### config.mk
export PLATFORM = sky130hd
export DESIGN_NAME = frame_scanner
export DESIGN_NICKNAME = d
export VERILOG_FILES = /design/src/rtl/frame_scanner.sv
export SDC_FILE = /design/constraint.sdc
export NUM_CORES = 1
export LEC_CHECK = 0
export BUFFER_PORTS_ARGS = -buffer_cell sky130_fd_sc_hd__buf_2
export CORE_MARGIN = 2
export CORE_UTILIZATION = 50
export CTS_CLUSTER_SIZE = 28
export DETAILED_ROUTE_END_ITERATION = 7
export GPL_ROUTABILITY_DRIVEN = 0
export PLACE_DENSITY = 0.7
export SLEW_MARGIN = 20
export SYNTH_ARGS = -nofsm -noshare
export SYNTH_HDL_FRONTEND = slang
export SYNTH_SLANG_ARGS = --single-unit
export TNS_END_PERCENT = 50
### constraint.sdc
create_clock -name clk -period 7.1 [get_ports clk]
set_clock_uncertainty 0.1 [all_clocks]
set_input_delay 1.42 -clock clk [delete_from_list [all_inputs] [get_ports clk]]
set_output_delay 1.42 -clock clk [all_outputs]
set_load 0.005 [all_outputs]
### src/rtl/frame_scanner.sv
// Double-buffered 16x16 frame scanner: takes whole frames over a valid/ready handshake
// and refreshes them onto the LED matrix one row at a time, with optional blanking.
module frame_scanner #(
    parameter int DWELL = 1000,
    parameter int BLANK = 16
) (
    input  logic              clk,
    input  logic              reset_n,
    input  logic              scan_en,
    input  logic              load_valid,
    output logic              load_ready,
    input  logic [15:0][15:0] frame_in,
    output logic [15:0]       row_sel,
    output logic [15:0]       col_data,
    output logic              scan_active,
    output logic              frame_done
);
    localparam int MAXC = (DWELL > BLANK) ? DWELL : BLANK;
    localparam int CW   = (MAXC < 2) ? 1 : $clog2(MAXC);
    localparam logic [CW-1:0] DWELL_LAST = CW'(DWELL - 1);
    localparam logic [CW-1:0] BLANK_LAST = (BLANK > 0) ? CW'(BLANK - 1) : '0;

    typedef enum logic [1:0] {S_IDLE, S_SCAN, S_BLANK} state_t;

    state_t            state_q, state_d;
    logic [3:0]        row_q, row_d;
    logic [CW-1:0]     cnt_q, cnt_d;
    logic [15:0][15:0] active_q, active_d;
    logic [15:0][15:0] pending_q, pending_d;
    logic              pending_full_q, pending_full_d;
    logic              load_ready_q, load_ready_d;
    logic [15:0]       row_sel_q, row_sel_d;
    logic [15:0]       col_data_q, col_data_d;
    logic              scan_active_q, scan_active_d;
    logic              frame_done_q, frame_done_d;
    logic              accept;
    logic              row_end;

    always_comb begin
        state_d        = state_q;
        row_d          = row_q;
        cnt_d          = cnt_q;
        active_d       = active_q;
        pending_d      = pending_q;
        pending_full_d = pending_full_q;
        row_end        = 1'b0;
        accept         = load_valid & load_ready_q;

        if (accept) begin
            pending_d      = frame_in;
            pending_full_d = 1'b1;
        end

        case (state_q)
            S_IDLE: begin
                // An idle scanner bypasses the pending buffer and shows the new frame at once
                if (accept) begin
                    active_d       = frame_in;
                    pending_full_d = 1'b0;
                    state_d        = S_SCAN;
                    row_d          = '0;
                    cnt_d          = '0;
                end else if (pending_full_q && scan_en) begin
                    active_d       = pending_q;
                    pending_full_d = 1'b0;
                    state_d        = S_SCAN;
                    row_d          = '0;
                    cnt_d          = '0;
                end
            end
            S_SCAN: begin
                if (cnt_q == DWELL_LAST) begin
                    if (BLANK == 0) begin
                        row_end = 1'b1;
                    end else begin
                        state_d = S_BLANK;
                        cnt_d   = '0;
                    end
                end else begin
                    cnt_d = cnt_q + 1'b1;
                end
            end
            S_BLANK: begin
                if (cnt_q == BLANK_LAST) begin
                    row_end = 1'b1;
                end else begin
                    cnt_d = cnt_q + 1'b1;
                end
            end
            default: state_d = S_IDLE;
        endcase

        if (row_end) begin
            cnt_d = '0;
            if (row_q != 4'd15) begin
                state_d = S_SCAN;
                row_d   = row_q + 4'd1;
            end else begin
                // Frame boundary: swap uses the pending contents from before this edge
                row_d = '0;
                if (pending_full_q) begin
                    active_d       = pending_q;
                    pending_full_d = 1'b0;
                end
                state_d = scan_en ? S_SCAN : S_IDLE;
            end
        end

        load_ready_d = ~pending_full_d;
        row_sel_d    = '0;
        col_data_d   = '0;
        if (state_d == S_SCAN) begin
            row_sel_d  = 16'h0001 << row_d;
            col_data_d = active_d[row_d];
        end
        scan_active_d = (state_d != S_IDLE);
        if (BLANK == 0) begin
            frame_done_d = (state_d == S_SCAN) && (row_d == 4'd15) && (cnt_d == DWELL_LAST);
        end else begin
            frame_done_d = (state_d == S_BLANK) && (row_d == 4'd15) && (cnt_d == BLANK_LAST);
        end
    end

    always_ff @(posedge clk or negedge reset_n) begin
        if (!reset_n) begin
            state_q        <= S_IDLE;
            row_q          <= '0;
            cnt_q          <= '0;
            active_q       <= '0;
            pending_q      <= '0;
            pending_full_q <= 1'b0;
            load_ready_q   <= 1'b1;
            row_sel_q      <= '0;
            col_data_q     <= '0;
            scan_active_q  <= 1'b0;
            frame_done_q   <= 1'b0;
        end else begin
            state_q        <= state_d;
            row_q          <= row_d;
            cnt_q          <= cnt_d;
            active_q       <= active_d;
            pending_q      <= pending_d;
            pending_full_q <= pending_full_d;
            load_ready_q   <= load_ready_d;
            row_sel_q      <= row_sel_d;
            col_data_q     <= col_data_d;
            scan_active_q  <= scan_active_d;
            frame_done_q   <= frame_done_d;
        end
    end

    assign load_ready  = load_ready_q;
    assign row_sel     = row_sel_q;
    assign col_data    = col_data_q;
    assign scan_active = scan_active_q;
    assign frame_done  = frame_done_q;

endmodule

==> impl_metrics.ini <==
[route]
wl_met3_um = 8090
wl_per_cell_um = 23.5
route.met2.wl_um = 41200
dr.pass1.iters = 5
topRoutingLayerUsed = met4
drt-met1-wl_um = 36900
routed_via_density = 6.19
drc = 0
wl_um = 90200
num_vias = 23700
dr.first_iter.drc_count = 2578
drtAntennaViolNets = 0

[logic_synthesis]
synth_seq_cells = 564
syn_area_um2 = 26500
ys_warn_count = 0
synth_cell_type_count = 64
synth.avg_cell_area_um2 = 9.00
syn_nets = 3203
syn-instance-count = 2941
async_flop_share = 1.00
synth-edff-count = 0
yosysSeqAreaShare = 0.533
synth_ff_type = dfrtp_1

[timing]
max_slew.worst_pin.slew_ns = 1.16
finalCriticalPeriod_ns = 5.16
setup_viol = 0
rsz0062_at_grt = no
max_freq_mhz = 194
period_share = 0.726
setup_tns_ns = 0
relSlewSlack = 0.229
hold_viol = 0
slew_viol_final = 0

[grt]
grtUsageTotal = 0.331
grt_pass1_vias = 23100
grt_antenna_before_repair = 1
grt_max_degree = 133
grt_pass1_wl_um = 139000
grt_overflow = 0

[critical_path]
cp_slowest_cell = nor2_4
endpoint_kind = flop
worst-setup-path-type = input pin to flop
critPathArrivalTime_ns = 5.57
critPathLaunchType = input pin
required_ns = 7.52
cp_cell_sequence = buf_2 -> a22o_1 -> nand2_1 -> and3_1 -> nor2_4 -> inv_2 -> o211ai_1 -> a21oi_1 -> a22oi_1
max_stage_delay_ns = 0.79
crit_fanout = 24

[finish]
layout_commonest_cell = nand2_1
layout_common_cells = 968 x nand2_1, 563 x dfrtp_1, 293 x buf_2
drive_gt1_frac = 0.155
n_fill_cell = 4549
regArea_um2 = 14100
syn_to_final_growth_pct = 14.3
layout.nets = 3360
finish.utilization = 0.577
multi_input_area_um2 = 11100

[place]
dp_hpwl_um = 58900
portBuffers = 294

[floorplan]
pin_count = 295
rows = 84
dieHeight_um = 234
die-area_um2 = 54800
coreArea_um2 = 52400
start_util = 0.505
die_w_um = 234

[clocking]
cts_tree = yes
clockBufferDepth = 3
cts-root-buf = clkbuf_16
cts_hold_buf = 0
htreeDepth = 2
cts.clk_slew.worst_paths_ns = 0.06
cts_sinks = 564
insertion_delay_ns = 0.62
ctsResizeCount = 0
numCtsBuffers = 60
cts_setup_buffers = 0

[worst_hold_path]
hold_class = flop to flop

[power]
p_leak_nw = 15.2
peakVddDrop_mv = 0.200
powerDensity_nw_per_um2 = 258

[job]
maxCapViolations = 0

[status]
status = finished, final reports clean
path summary, 6_finish.rpt:
path,slack (ns),start,cells past startpoint,end
min in group asynchronous,0.73,reset_n,1,active_q[17]
setup reg to reg,2.25,cnt_q[0],9,col_data[12]
hold / removal,0.38,pending_q[133],2,pending_q[133]
hold reg to reg,0.38,pending_q[133],2,pending_q[133]
setup / recovery,1.94,load_valid,9,col_data[12]
max in group asynchronous,4.62,reset_n,2,row_sel[0]
worst max-delay path: cells and delay by family:
kind	cells	cell delay [ns]
AND/OR/NAND/NOR	3	1.64
AO/OA/AOI/OAI	4	1.72
buffers and inverters	2	0.75
power breakdown:
group,internal (mW),switching (mW)
sequential,3.62,0.269
clock,1.86,1.33
combinational,0.293,0.451
total,5.77,2.05
routing by layer:
metal	GRT usage	up-vias
li1	-	10500
met1	0.458	11800
met2	0.511	1185
met3	0.0634	208
met4	0.140	0
met5	0	-
flip-flops by register name, indices dropped and copies added (netlist names):
register        flops
frame_done          1
load_ready          1
col_data           16
pending_q         256
row_sel            16
row_q               4
pending_full_q      1
active_q          256
state_q             2
cnt_q              10
scan_active         1
cell usage after synthesis, types with 5 or more instances:
master | number | area share
o221ai_1 | 13 | 0.0043
a221oi_2 | 8 | 0.0045
o31ai_1 | 36 | 0.010
a21oi_1 | 42 | 0.0079
nor3_1 | 19 | 0.0036
inv_1 | 104 | 0.015
a21o_1 | 16 | 0.0045
o211ai_1 | 29 | 0.0082
a2bb2oi_1 | 85 | 0.028
nand3_1 | 58 | 0.011
a211o_1 | 13 | 0.0043
buf_1 | 15 | 0.0021
o2111ai_1 | 30 | 0.0099
a31oi_1 | 16 | 0.0038
o21a_1 | 16 | 0.0045
nand2_1 | 971 | 0.14
mux2_2 | 25 | 0.011
nand2b_1 | 5 | 0.0012
a21boi_0 | 34 | 0.0096
o22a_1 | 93 | 0.031
o22ai_1 | 132 | 0.031
buf_2 | 30 | 0.0057
and2_1 | 6 | 0.0014
dfrtp_1 | 563 | 0.53
buf_6 | 11 | 0.0047
nand3b_1 | 33 | 0.0094
a22oi_1 | 26 | 0.0074
a221oi_1 | 24 | 0.0079
o21ai_0 | 82 | 0.016
nand4_1 | 45 | 0.011
nor2_1 | 131 | 0.019
clkbuf_1 | 175 | 0.025
cell type report:
cell class | instances | area share
sequential | 564 | 0.467
multi-input combinational | 2038 | 0.365
timing repair buffer | 327 | 0.0605
clock buffer | 85 | 0.0581
tap | 688 | 0.0285
inverter | 107 | 0.0133
clock inverter | 22 | 0.00765
antenna | 3 | 0.000248
cell families (layout without fill, tap and decap cells):
family / Yosys count / after routing / synth area share
compound gates: 708 / 708 / 0.198
xor+xnor: 2 / 2 / 0.000662
fa+ha+maj: 2 / 2 / 0.000945
buf+inv: 339 / 541 / 0.0527
flops: 564 / 564 / 0.533
mux: 27 / 27 / 0.0114
other cells: 0 / 3 / 0
simple gates: 1299 / 1299 / 0.203
stage by stage:
stage                     hold slack, ns  setup slack (ns)  instances  total power [mW]  instance area [um^2]
after floorplan                    0.346              3.34       2941              4.30                 26500
after global placement             0.357              1.46       3724              4.62                 28300
after detailed placement           0.362              1.40       3724              4.67                 28300
after CTS                          0.377              2.03       3831              7.84                 30200
after global routing               0.390              1.68       3831              8.13                 30200
final                              0.376              1.94       3834              7.82                 30300
Power figures use the tool's default switching activity.
